### src/rtl/ro_sensor_scheduler_pkg.sv
// -----------------------------------------------------------------------------
// sensor_pkg
// Shared definitions for the ring-oscillator sensor scheduler:
//   ro_sched_state_t - scheduler FSM states
//   SYNC_STAGES      - depth of the oscillator-input synchroniser
//   id_width()       - width of the oscillator index (never below 1 bit)
// -----------------------------------------------------------------------------
package sensor_pkg;

    localparam int SYNC_STAGES = 2;

    typedef enum logic [1:0] {
        ST_IDLE    = 2'd0,
        ST_SETTLE  = 2'd1,
        ST_MEASURE = 2'd2,
        ST_REPORT  = 2'd3
    } ro_sched_state_t;

    // A single oscillator still needs a 1-bit id field.
    function automatic int id_width(input int num_ro);
        return (num_ro <= 1) ? 1 : $clog2(num_ro);
    endfunction

endpackage

### src/rtl/ro_sensor_scheduler_sync_edge_counter.sv
// -----------------------------------------------------------------------------
// sync_edge_counter
// Brings one asynchronous divided-oscillator signal into the clock domain,
// detects its rising edges and counts them with saturation.
//
// Ports:
//   clock          - system clock
//   reset          - synchronous active-high reset
//   i_async        - divided oscillator output (asynchronous)
//   i_clear        - zero the counter and overflow flag
//   i_enable       - count detected edges while high
//   o_count        - registered edge count
//   o_ovf          - registered overflow flag (an edge arrived at full scale)
//   o_count_next   - value o_count takes at the next edge
//   o_ovf_next     - value o_ovf takes at the next edge
// -----------------------------------------------------------------------------
module sync_edge_counter
    import sensor_pkg::*;
#(
    parameter int COUNT_W = 16
) (
    input  logic               clock,
    input  logic               reset,
    input  logic               i_async,
    input  logic               i_clear,
    input  logic               i_enable,
    output logic [COUNT_W-1:0] o_count,
    output logic               o_ovf,
    output logic [COUNT_W-1:0] o_count_next,
    output logic               o_ovf_next
);

    logic [SYNC_STAGES-1:0] r_sync;
    logic                   r_sync_prev;
    logic [COUNT_W-1:0]     r_count;
    logic                   r_ovf;

    logic w_sync_q;
    logic w_edge;
    logic w_at_max;
    logic w_inc;

    assign w_sync_q = r_sync[SYNC_STAGES-1];
    // sync_prev follows the synchronised level every cycle, so the edge
    // detector is already primed when counting is enabled.
    assign w_edge   = w_sync_q & ~r_sync_prev;
    assign w_at_max = (r_count == {COUNT_W{1'b1}});
    assign w_inc    = i_enable & w_edge;

    assign o_count_next = (w_inc && !w_at_max) ? r_count + 1'b1 : r_count;
    assign o_ovf_next   = r_ovf | (w_inc & w_at_max);

    // NOTE: every register here is updated with <= so all flops sample the
    // pre-edge values; a blocking = would let the second synchroniser stage
    // see the first stage's new value in the same cycle.
    always_ff @(posedge clock) begin
        if (reset) begin
            r_sync      <= '0;
            r_sync_prev <= 1'b0;
            r_count     <= '0;
            r_ovf       <= 1'b0;
        end else begin
            r_sync      <= {r_sync[SYNC_STAGES-2:0], i_async};
            r_sync_prev <= w_sync_q;
            if (i_clear) begin
                r_count <= '0;
                r_ovf   <= 1'b0;
            end else begin
                r_count <= o_count_next;
                r_ovf   <= o_ovf_next;
            end
        end
    end

    assign o_count = r_count;
    assign o_ovf   = r_ovf;

endmodule

### src/rtl/ro_sensor_scheduler.sv
// -----------------------------------------------------------------------------
// ro_sensor_scheduler
// Round-robin scheduler for a bank of ring-oscillator sensors. One oscillator
// is enabled at a time: it settles for SETTLE_CYCLES, its rising edges are
// counted over a window of window_eff cycles, then one sample is reported.
//
// Ports:
//   clock           - system clock
//   reset           - synchronous active-high reset
//   start_i         - begins a sweep (sampled only while idle)
//   continuous_i    - at the end of a sweep, wrap to oscillator 0
//   window_i        - measurement window in cycles (0 treated as 1)
//   ro_div_i        - divided oscillator outputs (asynchronous)
//   ro_en_o         - one-hot oscillator enable
//   sample_valid_o  - one-cycle pulse, sample fields valid
//   sample_id_o     - index of the reported oscillator
//   sample_count_o  - rising edges counted in the window
//   sample_ovf_o    - counter saturated during the window
//   busy_o          - high whenever not idle
// -----------------------------------------------------------------------------
module ro_sensor_scheduler
    import sensor_pkg::*;
#(
    parameter int NUM_RO        = 4,
    parameter int WINDOW_W      = 16,
    parameter int COUNT_W       = 16,
    parameter int SETTLE_CYCLES = 8
) (
    input  logic                          clock,
    input  logic                          reset,
    input  logic                          start_i,
    input  logic                          continuous_i,
    input  logic [WINDOW_W-1:0]           window_i,
    input  logic [NUM_RO-1:0]             ro_div_i,
    output logic [NUM_RO-1:0]             ro_en_o,
    output logic                          sample_valid_o,
    output logic [id_width(NUM_RO)-1:0]   sample_id_o,
    output logic [COUNT_W-1:0]            sample_count_o,
    output logic                          sample_ovf_o,
    output logic                          busy_o
);

    localparam int ID_W     = id_width(NUM_RO);
    localparam int SETTLE_W = $clog2(SETTLE_CYCLES + 1);
    // One timer serves both the settle phase and the measurement window.
    localparam int TIMER_W  = (WINDOW_W > SETTLE_W) ? WINDOW_W : SETTLE_W;

    ro_sched_state_t     r_state;
    logic [ID_W-1:0]     r_idx;
    logic [WINDOW_W-1:0] r_window;
    logic [TIMER_W-1:0]  r_timer;
    logic [NUM_RO-1:0]   r_ro_en;
    logic                r_valid;
    logic [ID_W-1:0]     r_id;
    logic [COUNT_W-1:0]  r_count;
    logic                r_ovf;
    logic                r_busy;

    logic                w_ro_sel;
    logic                w_cnt_clear;
    logic                w_cnt_enable;
    logic [COUNT_W-1:0]  w_cnt;
    logic                w_ovf;
    logic [COUNT_W-1:0]  w_cnt_next;
    logic                w_ovf_next;
    logic                w_settle_done;
    logic                w_window_done;
    logic                w_last_idx;
    logic [ID_W-1:0]     w_idx_inc;

    // The oscillator is selected before the synchroniser, so the settle
    // phase flushes the previous oscillator's level out of the sync chain.
    assign w_ro_sel     = ro_div_i[r_idx];
    assign w_cnt_clear  = (r_state == ST_SETTLE);
    assign w_cnt_enable = (r_state == ST_MEASURE);

    assign w_settle_done = (r_timer == TIMER_W'(SETTLE_CYCLES - 1));
    assign w_window_done = (r_timer == TIMER_W'(r_window - 1'b1));
    assign w_last_idx    = (r_idx == ID_W'(NUM_RO - 1));
    assign w_idx_inc     = r_idx + 1'b1;

    sync_edge_counter #(
        .COUNT_W (COUNT_W)
    ) u_counter (
        .clock        (clock),
        .reset        (reset),
        .i_async      (w_ro_sel),
        .i_clear      (w_cnt_clear),
        .i_enable     (w_cnt_enable),
        .o_count      (w_cnt),
        .o_ovf        (w_ovf),
        .o_count_next (w_cnt_next),
        .o_ovf_next   (w_ovf_next)
    );

    always_ff @(posedge clock) begin
        if (reset) begin
            r_state  <= ST_IDLE;
            r_idx    <= '0;
            r_window <= '0;
            r_timer  <= '0;
            r_ro_en  <= '0;
            r_valid  <= 1'b0;
            r_id     <= '0;
            r_count  <= '0;
            r_ovf    <= 1'b0;
            r_busy   <= 1'b0;
        end else begin
            r_valid <= 1'b0;
            case (r_state)
                ST_IDLE: begin
                    if (start_i) begin
                        r_window <= (window_i == '0) ? WINDOW_W'(1) : window_i;
                        r_idx    <= '0;
                        r_timer  <= '0;
                        r_ro_en  <= NUM_RO'(1);
                        r_busy   <= 1'b1;
                        r_state  <= ST_SETTLE;
                    end
                end

                ST_SETTLE: begin
                    if (w_settle_done) begin
                        r_timer <= '0;
                        r_state <= ST_MEASURE;
                    end else begin
                        r_timer <= r_timer + 1'b1;
                    end
                end

                ST_MEASURE: begin
                    if (w_window_done) begin
                        // Capture the count including the last window cycle.
                        r_valid <= 1'b1;
                        r_id    <= r_idx;
                        r_count <= w_cnt_next;
                        r_ovf   <= w_ovf_next;
                        r_state <= ST_REPORT;
                    end else begin
                        r_timer <= r_timer + 1'b1;
                    end
                end

                ST_REPORT: begin
                    r_timer <= '0;
                    // Enable moves straight to the next oscillator so at most
                    // one enable bit is ever set.
                    if (!w_last_idx) begin
                        r_idx   <= w_idx_inc;
                        r_ro_en <= NUM_RO'(1) << w_idx_inc;
                        r_state <= ST_SETTLE;
                    end else if (continuous_i) begin
                        r_idx   <= '0;
                        r_ro_en <= NUM_RO'(1);
                        r_state <= ST_SETTLE;
                    end else begin
                        r_idx   <= '0;
                        r_ro_en <= '0;
                        r_busy  <= 1'b0;
                        r_state <= ST_IDLE;
                    end
                end

                default: begin
                    r_ro_en <= '0;
                    r_busy  <= 1'b0;
                    r_state <= ST_IDLE;
                end
            endcase
        end
    end

    assign ro_en_o        = r_ro_en;
    assign sample_valid_o = r_valid;
    assign sample_id_o    = r_id;
    assign sample_count_o = r_count;
    assign sample_ovf_o   = r_ovf;
    assign busy_o         = r_busy;

    // Registered copies are reported; the live counter state is unused here.
    logic w_unused;
    assign w_unused = ^{w_cnt, w_ovf};

endmodule

### config.mk
export PLATFORM = sky130hd
export DESIGN_NAME = ro_sensor_scheduler
export DESIGN_NICKNAME = d
export VERILOG_FILES = /design/src/rtl/ro_sensor_scheduler_pkg.sv /design/src/rtl/ro_sensor_scheduler_sync_edge_counter.sv /design/src/rtl/ro_sensor_scheduler.sv
export SDC_FILE = /design/constraint.sdc
export NUM_CORES = 1
export LEC_CHECK = 0
export ABC_AREA = 1
export BUFFER_PORTS_ARGS = -buffer_cell sky130_fd_sc_hd__buf_2
export CAP_MARGIN = 20
export CORE_UTILIZATION = 45
export DETAILED_ROUTE_END_ITERATION = 8
export PLACE_DENSITY = 0.74
export SYNTH_ARGS = -nofsm -noshare
export SYNTH_HDL_FRONTEND = slang
export SYNTH_SLANG_ARGS = --single-unit
### constraint.sdc
create_clock -name clock -period 3.1 [get_ports clock]
set_clock_uncertainty 0.05 [all_clocks]
set_input_delay 0.62 -clock clock [delete_from_list [all_inputs] [get_ports clock]]
set_output_delay 0.62 -clock clock [all_outputs]
set_load 0.05 [all_outputs]
==> impl_results.md, run 1 <==
* Max-Cap Viols at 0
* Synth Area in Compound Gates at 0.115
* Diode count at 0
* Initial antenna violation count at 0
* Slowest CP cell: inv_2
* Fillers at 1016
* Vias per cell at 5.22
* Fin. max-slew vios at 0
* GRT Util Overall at 0.212
* Multiplexer share of the synthesized area at 0.00214
* Worst Tran Pin Value at 736 ps
* Worst Path Required at 3320 ps
* Switch Pwr at 1.40 mW
* Core Region at 9910 sq um
* Number of global-route vias before repair at 4113
* # setup viols final at 0
* P_leak at 2.33 nW
* CP peak stage delay at 390 ps
* Hold Fails Final Rpt at 0
* Clock Latency Late Sink at 360 ps
* Die width at 104 um
* Crit path capture type: flop
* Clock slew at reported path FFs at 90 ps
* Worst hold path type: flop to flop
* DRC at 0
* Final WS setup at 534 ps
* Seq pwr share at 0.373
* Setup CP Type: flop to flop
* Pre-Repair DR Iteration Count at 6
* Internal power at 1.91 mW
* Synth unique cells at 34
* Largest net degree at the start of global routing at 39
* Largest delay share family, worst path: simple AND/OR/NAND/NOR gates
* CTS Buf Count at 9
* Top cell by count, worst path: nand2_1
* Multi-input logic area at 2600 sq um
* Comb pwr share at 0.380
* Rel. slew slack at 0.509
* Final Routed Wirelength at 11400 um
* Worst path buffer plus inverter count at 2
* Commonest non-fill, non-tap cell in the layout: nand2_1
* CTS tree: done
* Worst vdd ir at 0.343 mV
* Clock Sinks at 81
* Cell Chain, Critical Path: inv_1 -> ha_1 -> nand2_2 -> nor2_4 -> nand2_1 -> nand2_1 -> nand2_1 -> nor2_1 -> nand2_1 -> nor2_2 -> nand3_4 -> inv_2 -> nand2_1 -> nand2_1 -> nor2_1
* Synth Register Bits at 81
* Syn_nets at 753
* Die area at 10800 sq um
* Post-CTS setup buffers at 0
* First-pass GRT wire length at 19100 um
* Post-Synth Adder-Cell Area at 0.0294
* I/O pin count at 49
* Final period utilization at 0.828
* RSZ-0062 raised after global routing: false
* Drt initial violations at 305
* Row cnt at 36
* Clock network fraction of total power at 0.247
* Largest fanout on the critical path at 21
* DP Worst Slack at 560 ps
* Routed WL per cell at 12.8 um
* Status: completed
* Sw frac at 0.423
* Starting Density at 0.472
* Share of cells above drive strength 1 at 0.108
* Seq/Total Area, Yosys at 0.347
* Netlist Area Pre-Place at 4680 sq um
* Largest family of logic cells by synthesized area: simple AND/OR/NAND/NOR gates
* RD Place Congestion at 0.925
* CTS max path bufs at 2
* Pwr dens at 636 nW/um^2
* Tmin final at 2570 ps
* DIE HEIGHT at 104 um
* Synthesis-to-finish area growth at 11.2%
* Power after layout at 3.31 mW
* GRT overflow at 0
* H-tree Lvls at 3
* CP startpoint kind: flop
* Simple-Gate Fraction of Synth Area at 0.351
* Hold Buf Count CTS at 0
* TNS Setup at 0 ps
* ANT nets after route at 0
* XOR/XNOR Fraction of Synth Area at 0.0581
* Port bufs at 48
* Post-DP HPWL at 8260 um
* Final #Nets at 789
* Vias at 4656
* Cts repair resizes at 0
* Most frequent cells in the layout: nand2_1, nor2_1, inv_1
* Register Area at 1620 sq um
* CTS Root Cell: clkbuf_8
* Post-Synthesis Cells at 718
* Fmax at 390 MHz
* WP data arrival at 2780 ps
* Avg Cell Area, Syn at 6.51 sq um
* Synth warnings at 0
[metrics by stage]
stage,hold WS (ps),cell area (sq um),std cells,util
final,361,5200,892,0.525
after global routing,391,5200,892,0.525
after CTS,362,5200,892,0.525
after detailed placement,349,4990,876,0.504
after global placement,346,4990,876,0.504
after floorplan,338,4680,718,-
[state kept, by name (all words and copies together) (netlist names), 2 cells and up]
| name | flops |
|---|---|
| u_counter.o_count | 16 |
| r_window | 16 |
| r_state | 2 |
| sample_id_o | 2 |
| ro_en_o | 4 |
| u_counter.r_sync | 2 |
| r_timer | 16 |
| sample_count_o | 16 |
| r_idx | 2 |
[power groups by stage]
stage | Clock (mW) | Combinational, mW | Sequential [mW]
6_report | 0.816 | 1.26 | 1.23
5_1_grt | 0.882 | 1.42 | 1.25
4_1_cts | 0.837 | 1.25 | 1.23
3_5_place_dp | 0 | 1.24 | 1.26
3_3_place_gp | 0 | 1.21 | 1.25
2_1_floorplan | 0 | 0.953 | 1.27
[cells in the mapped netlist]
master     instances  area share
o21ai_0           21       0.022
buf_2              7      0.0075
and3_1             2      0.0027
nand2_1          167        0.13
nor2_2             5      0.0067
nand4_1           14       0.019
clkbuf_1          14       0.011
a31oi_1            1      0.0013
nor4_1             4      0.0054
inv_1             86       0.069
nand3_1           53       0.057
xnor2_1           11       0.021
buf_1              4      0.0032
nand2_2            2      0.0027
buf_6              1      0.0024
xor2_1            20       0.037
a221oi_1           2      0.0037
nand2_4            1      0.0024
buf_4              2      0.0032
mux2i_1            1      0.0021
nor3_1             7      0.0075
ha_1              11       0.029
nand3_4            1      0.0037
a2111oi_0          1      0.0019
a21oi_1           42       0.045
or2_2              1      0.0013
nor2_4             2      0.0048
o21ai_1            8      0.0086
inv_2              1     0.00080
a211oi_1          12       0.019
o211ai_1           8       0.013
dfxtp_1           81        0.35
nor2_1           120       0.096
nand3b_1           5      0.0080
[final timing paths]
path                            cells after the start                   to  slack, ps           startpoint
worst min-delay path                                2  u_counter.r_sync[1]        360  u_counter.r_sync[0]
worst max-delay path                               15         sample_ovf_o        530          r_window[0]
worst max register to register                     15         sample_ovf_o        530          r_window[0]
worst min register to register                      2  u_counter.r_sync[1]        360  u_counter.r_sync[0]
[routing by layer]
layer | part of all wire | vias to the layer above | GRT usage
met5 | 0 | - | 0
met4 | 0.011 | 0 | 0.0561
met3 | 0.055 | 15 | 0.0395
met2 | 0.45 | 140 | 0.342
met1 | 0.48 | 2130 | 0.291
li1 | - | 2371 | -
[worst min-delay path, delay by kind of cell (launching register included)]
family | cells | cell delay (ps)
and+or+nand+nor | 1 | 30
buffers and inverters | 1 | 40
DFF | 1 | 310
[cells by family (layout without fill, tap and decap cells)]
group,after synthesis,count (layout)
simple gates,384,384
buf+inv,115,156
compound gates,95,95
flops,81,81
xor+xnor,31,31
fa+ha+maj,11,11
mux,1,1
[area by class of cell]
| cell class | count | share of cell area |
|---|---|---|
| timing repair buffer | 53 | 0.0534 |
| multi-input combinational | 522 | 0.500 |
| clock buffer | 9 | 0.0238 |
| clock inverter | 7 | 0.0161 |
| sequential | 81 | 0.312 |
| tap | 133 | 0.0320 |
| inverter | 87 | 0.0628 |
Note: power is estimated with default switching activity, not from simulation.
==> run 2, diff against run 1 <==
PLACE_DENSITY = 0.76   (was 0.74)
clock period = 2.1 ns   (was 3.1 ns; I/O delays follow)
==> run 2 against run 1 <==
Effect of this change: the flow now finishes with violations (negative setup slack); sequential share of layout area down 3.0 points; clock power up 52%; power up 65%; non-clock buffer count up 41; register-to-register slack worse by 610 ps; design area up 11%; first-iteration DRC count up 31%; global-route usage up 1.2 points; combinational power up 88%; critical endpoint is now sample_count_o[1].
==> impl_results.md, run 2 (synthesis gave the netlist of run 1 again) <==
* Status: finished with violations
* Violated checks: negative setup slack
* Worst vdd ir at 0.725 mV (+110%)
* Final instance area at 5790 sq um (+11%)
* DRC at 0 (unchanged)
* Final #Nets at 833 (+5.6%)
* Hold Fails Final Rpt at 0 (unchanged)
* Share of cells above drive strength 1 at 0.205 (+0.0974)
* Worst Tran Pin Value at 604 ps (-132 ps)
* CP startpoint kind: flop
* Final WS setup at -78.5 ps (-613 ps)
* Cell Chain, Critical Path: buf_6 -> nor2_4 -> buf_4 -> buf_4 -> nand3_1 -> nand2_1 -> nand2_1 -> nor2_1 -> nand3_1 -> nor2_4 -> nand3_4 -> inv_6 -> buf_6 -> nand2_2 -> nand2_1 -> nor2_1
* CP Depth at 16 (+1)
* Slowest CP cell: dfxtp_2
* Grt met2 use at 0.347 (+0.00476)
* Clock Sinks at 81 (unchanged)
* Starting Density at 0.472 (unchanged)
* Die width at 104 um (unchanged)
* Clock Latency Late Sink at 380 ps (+20 ps)
* P_leak at 2.60 nW (+11%)
* GRT met3 Usage at 0.0370 (-0.00251)
* Fmax at 459 MHz (+18%)
* Tmin final at 2180 ps (-387 ps)
* GRT Util Overall at 0.225 (+0.0122)
* Vias per cell at 5.31 (+1.7%)
* Clock network fraction of total power at 0.227 (-0.020)
* Crit path capture type: flop
* Clock slew at reported path FFs at 90 ps (about the same)
* Row cnt at 36 (unchanged)
* Hold WS at 251 ps (-110 ps)
* Diode count at 0 (unchanged)
* Hold Crit Depth at 3 (+1)
* CP peak stage delay at 340 ps (-50 ps)
* Die area at 10800 sq um (unchanged)
* WP data arrival at 2400 ps (-380 ps)
* Synthesis-to-finish area growth at 23.8%
* Initial antenna violation count at 0 (unchanged)
* Sw frac at 0.422 (-0.00146)
* CTS tree: done
* R2R depth at 16 (+1)
* Multi-input logic area at 2790 sq um (+7.4%)
* Seq pwr share at 0.338 (-0.035)
* Drt initial violations at 400 (+31%)
* Largest delay share family, worst path: simple AND/OR/NAND/NOR gates
* Power after layout at 5.45 mW (+65%)
* Fin. max-slew vios at 0 (unchanged)
* Largest net degree at the start of global routing at 39 (unchanged)
* Internal power at 3.15 mW (+65%)
* RSZ-0062 raised after global routing: true
* Fillers at 922 (-9.3%)
* Hold Buf Count CTS at 0 (unchanged)
* GRT overflow at 0 (unchanged)
* CTS Buf Count at 9 (unchanged)
* RD Place Congestion at 0.987 (+6.8%)
* DIE HEIGHT at 104 um (unchanged)
* Worst Path Required at 2320 ps (-1000 ps)
* ANT nets after route at 0 (unchanged)
* GRT busiest layer: met2
* Pre-Repair DR Iteration Count at 5 (-1)
* Worst path buffer plus inverter count at 5 (+3)
* Port bufs at 48 (unchanged)
* Vias at 4970 (+6.7%)
* First-pass GRT wire length at 19800 um (+4.0%)
* Largest fanout on the critical path at 6 (-71%)
* Most frequent cells in the layout: nand2_1, nor2_1, inv_1
* Final period utilization at 1.04 (+0.210)
* Switch Pwr at 2.30 mW (+64%)
* I/O pin count at 49 (unchanged)
* Register Area at 1630 sq um (+0.54%)
* Pwr dens at 942 nW/um^2 (+48%)
* Max-Cap Viols at 0 (unchanged)
* Worst hold path type: primary input to flop
* Rel. slew slack at 0.597 (+0.0884)
* Final Routed Wirelength at 12600 um (+9.9%)
* Core Region at 9910 sq um (unchanged)
* Setup CP Type: flop to flop
* TNS Setup at -1180 ps (-1180 ps)
* Commonest non-fill, non-tap cell in the layout: nand2_1
* # setup viols final at 32 (+32)
* Routed WL per cell at 13.4 um (+4.7%)
* CTS max path bufs at 2 (unchanged)
* Post-DP Area at 5230 sq um (+4.8%)
* CTS Root Cell: clkbuf_8
* Number of global-route vias before repair at 4309 (+4.8%)
* Comb pwr share at 0.434 (+0.054)
* Top cell by count, worst path: nand2_1
* Post-DP HPWL at 8920 um (+7.9%)
* H-tree Lvls at 3 (unchanged)
* GR Util met1 at 0.310 (+0.0182)
## run 2: cell types whose count changed in the layout (fill, tap and decap cells not counted), sizes merged
cell / change
nand2: +2
clkinvlp: +1
clkbuf: +3
clkinv: -2
nand3: +1
buf: +39
## run 2: final timing paths
path                                           from                  end  slack (ps)
worst min-delay path                   window_i[13]         r_window[13]         250
worst min register to register  u_counter.r_sync[0]  u_counter.r_sync[1]         380
worst max register to register          r_window[1]    sample_count_o[1]         -80
worst max-delay path                    r_window[1]    sample_count_o[1]         -80
## run 2: worst reg2reg max path, stage by stage, from the launching register on
cell and delay [ps]:
dfxtp_2 340, buf_6 110, nor2_4 100, buf_4 120, buf_4 100, nand3_1 80, nand2_1 90, nand2_1 60
nor2_1 100, nand3_1 120, nor2_4 160, nand3_4 200, inv_6 160, buf_6 130, nand2_2 40, nand2_1 50
nor2_1 50
## run 2: final cells by class
type,instances,share of cell area
Multi-Input combinational cell,525,0.482
Timing Repair Buffer,94,0.114
Clock buffer,10,0.0238
Sequential cell,81,0.282
Inverter,87,0.0573
Clock inverter,6,0.0128
Tap cell,133,0.0288
## run 2: metrics by stage
step	cells	setup slack, ps	utilization
2_1_floorplan	718	20.3	-
3_3_place_gp	906	-19.9	0.528
3_5_place_dp	906	-153	0.528
4_1_cts	923	-3.27	0.554
5_1_grt	936	-228	0.584
6_report	936	-78.5	0.584
## run 2: power groups by stage
stage                     Clock, mW  Combinational (mW)  Sequential (mW)
after detailed placement          0                2.03             1.86
final                          1.24                2.37             1.84
after global routing           1.32                2.62             1.86
after floorplan                   0                1.41             1.87
after global placement            0                1.97             1.85
after CTS                      1.26                2.09             1.83
## run 2: routing by layer
metal / vias to the layer above / routed length (um)
li1: 2464 / -
met1: 2298 / 5910
met2: 181 / 5560
met3: 27 / 814
met4: 0 / 274
met5: - / 0
## run 2: timing repair
| action | 4_1_cts | 5_1_grt |
|---|---|---|
| buffers inserted | 1 | 7 |
| resized for setup | 14 | 48 |
| cloned | 0 | 6 |
| pin swaps | 4 | 16 |
| endpoints found under the setup margin | 35 | 43 |
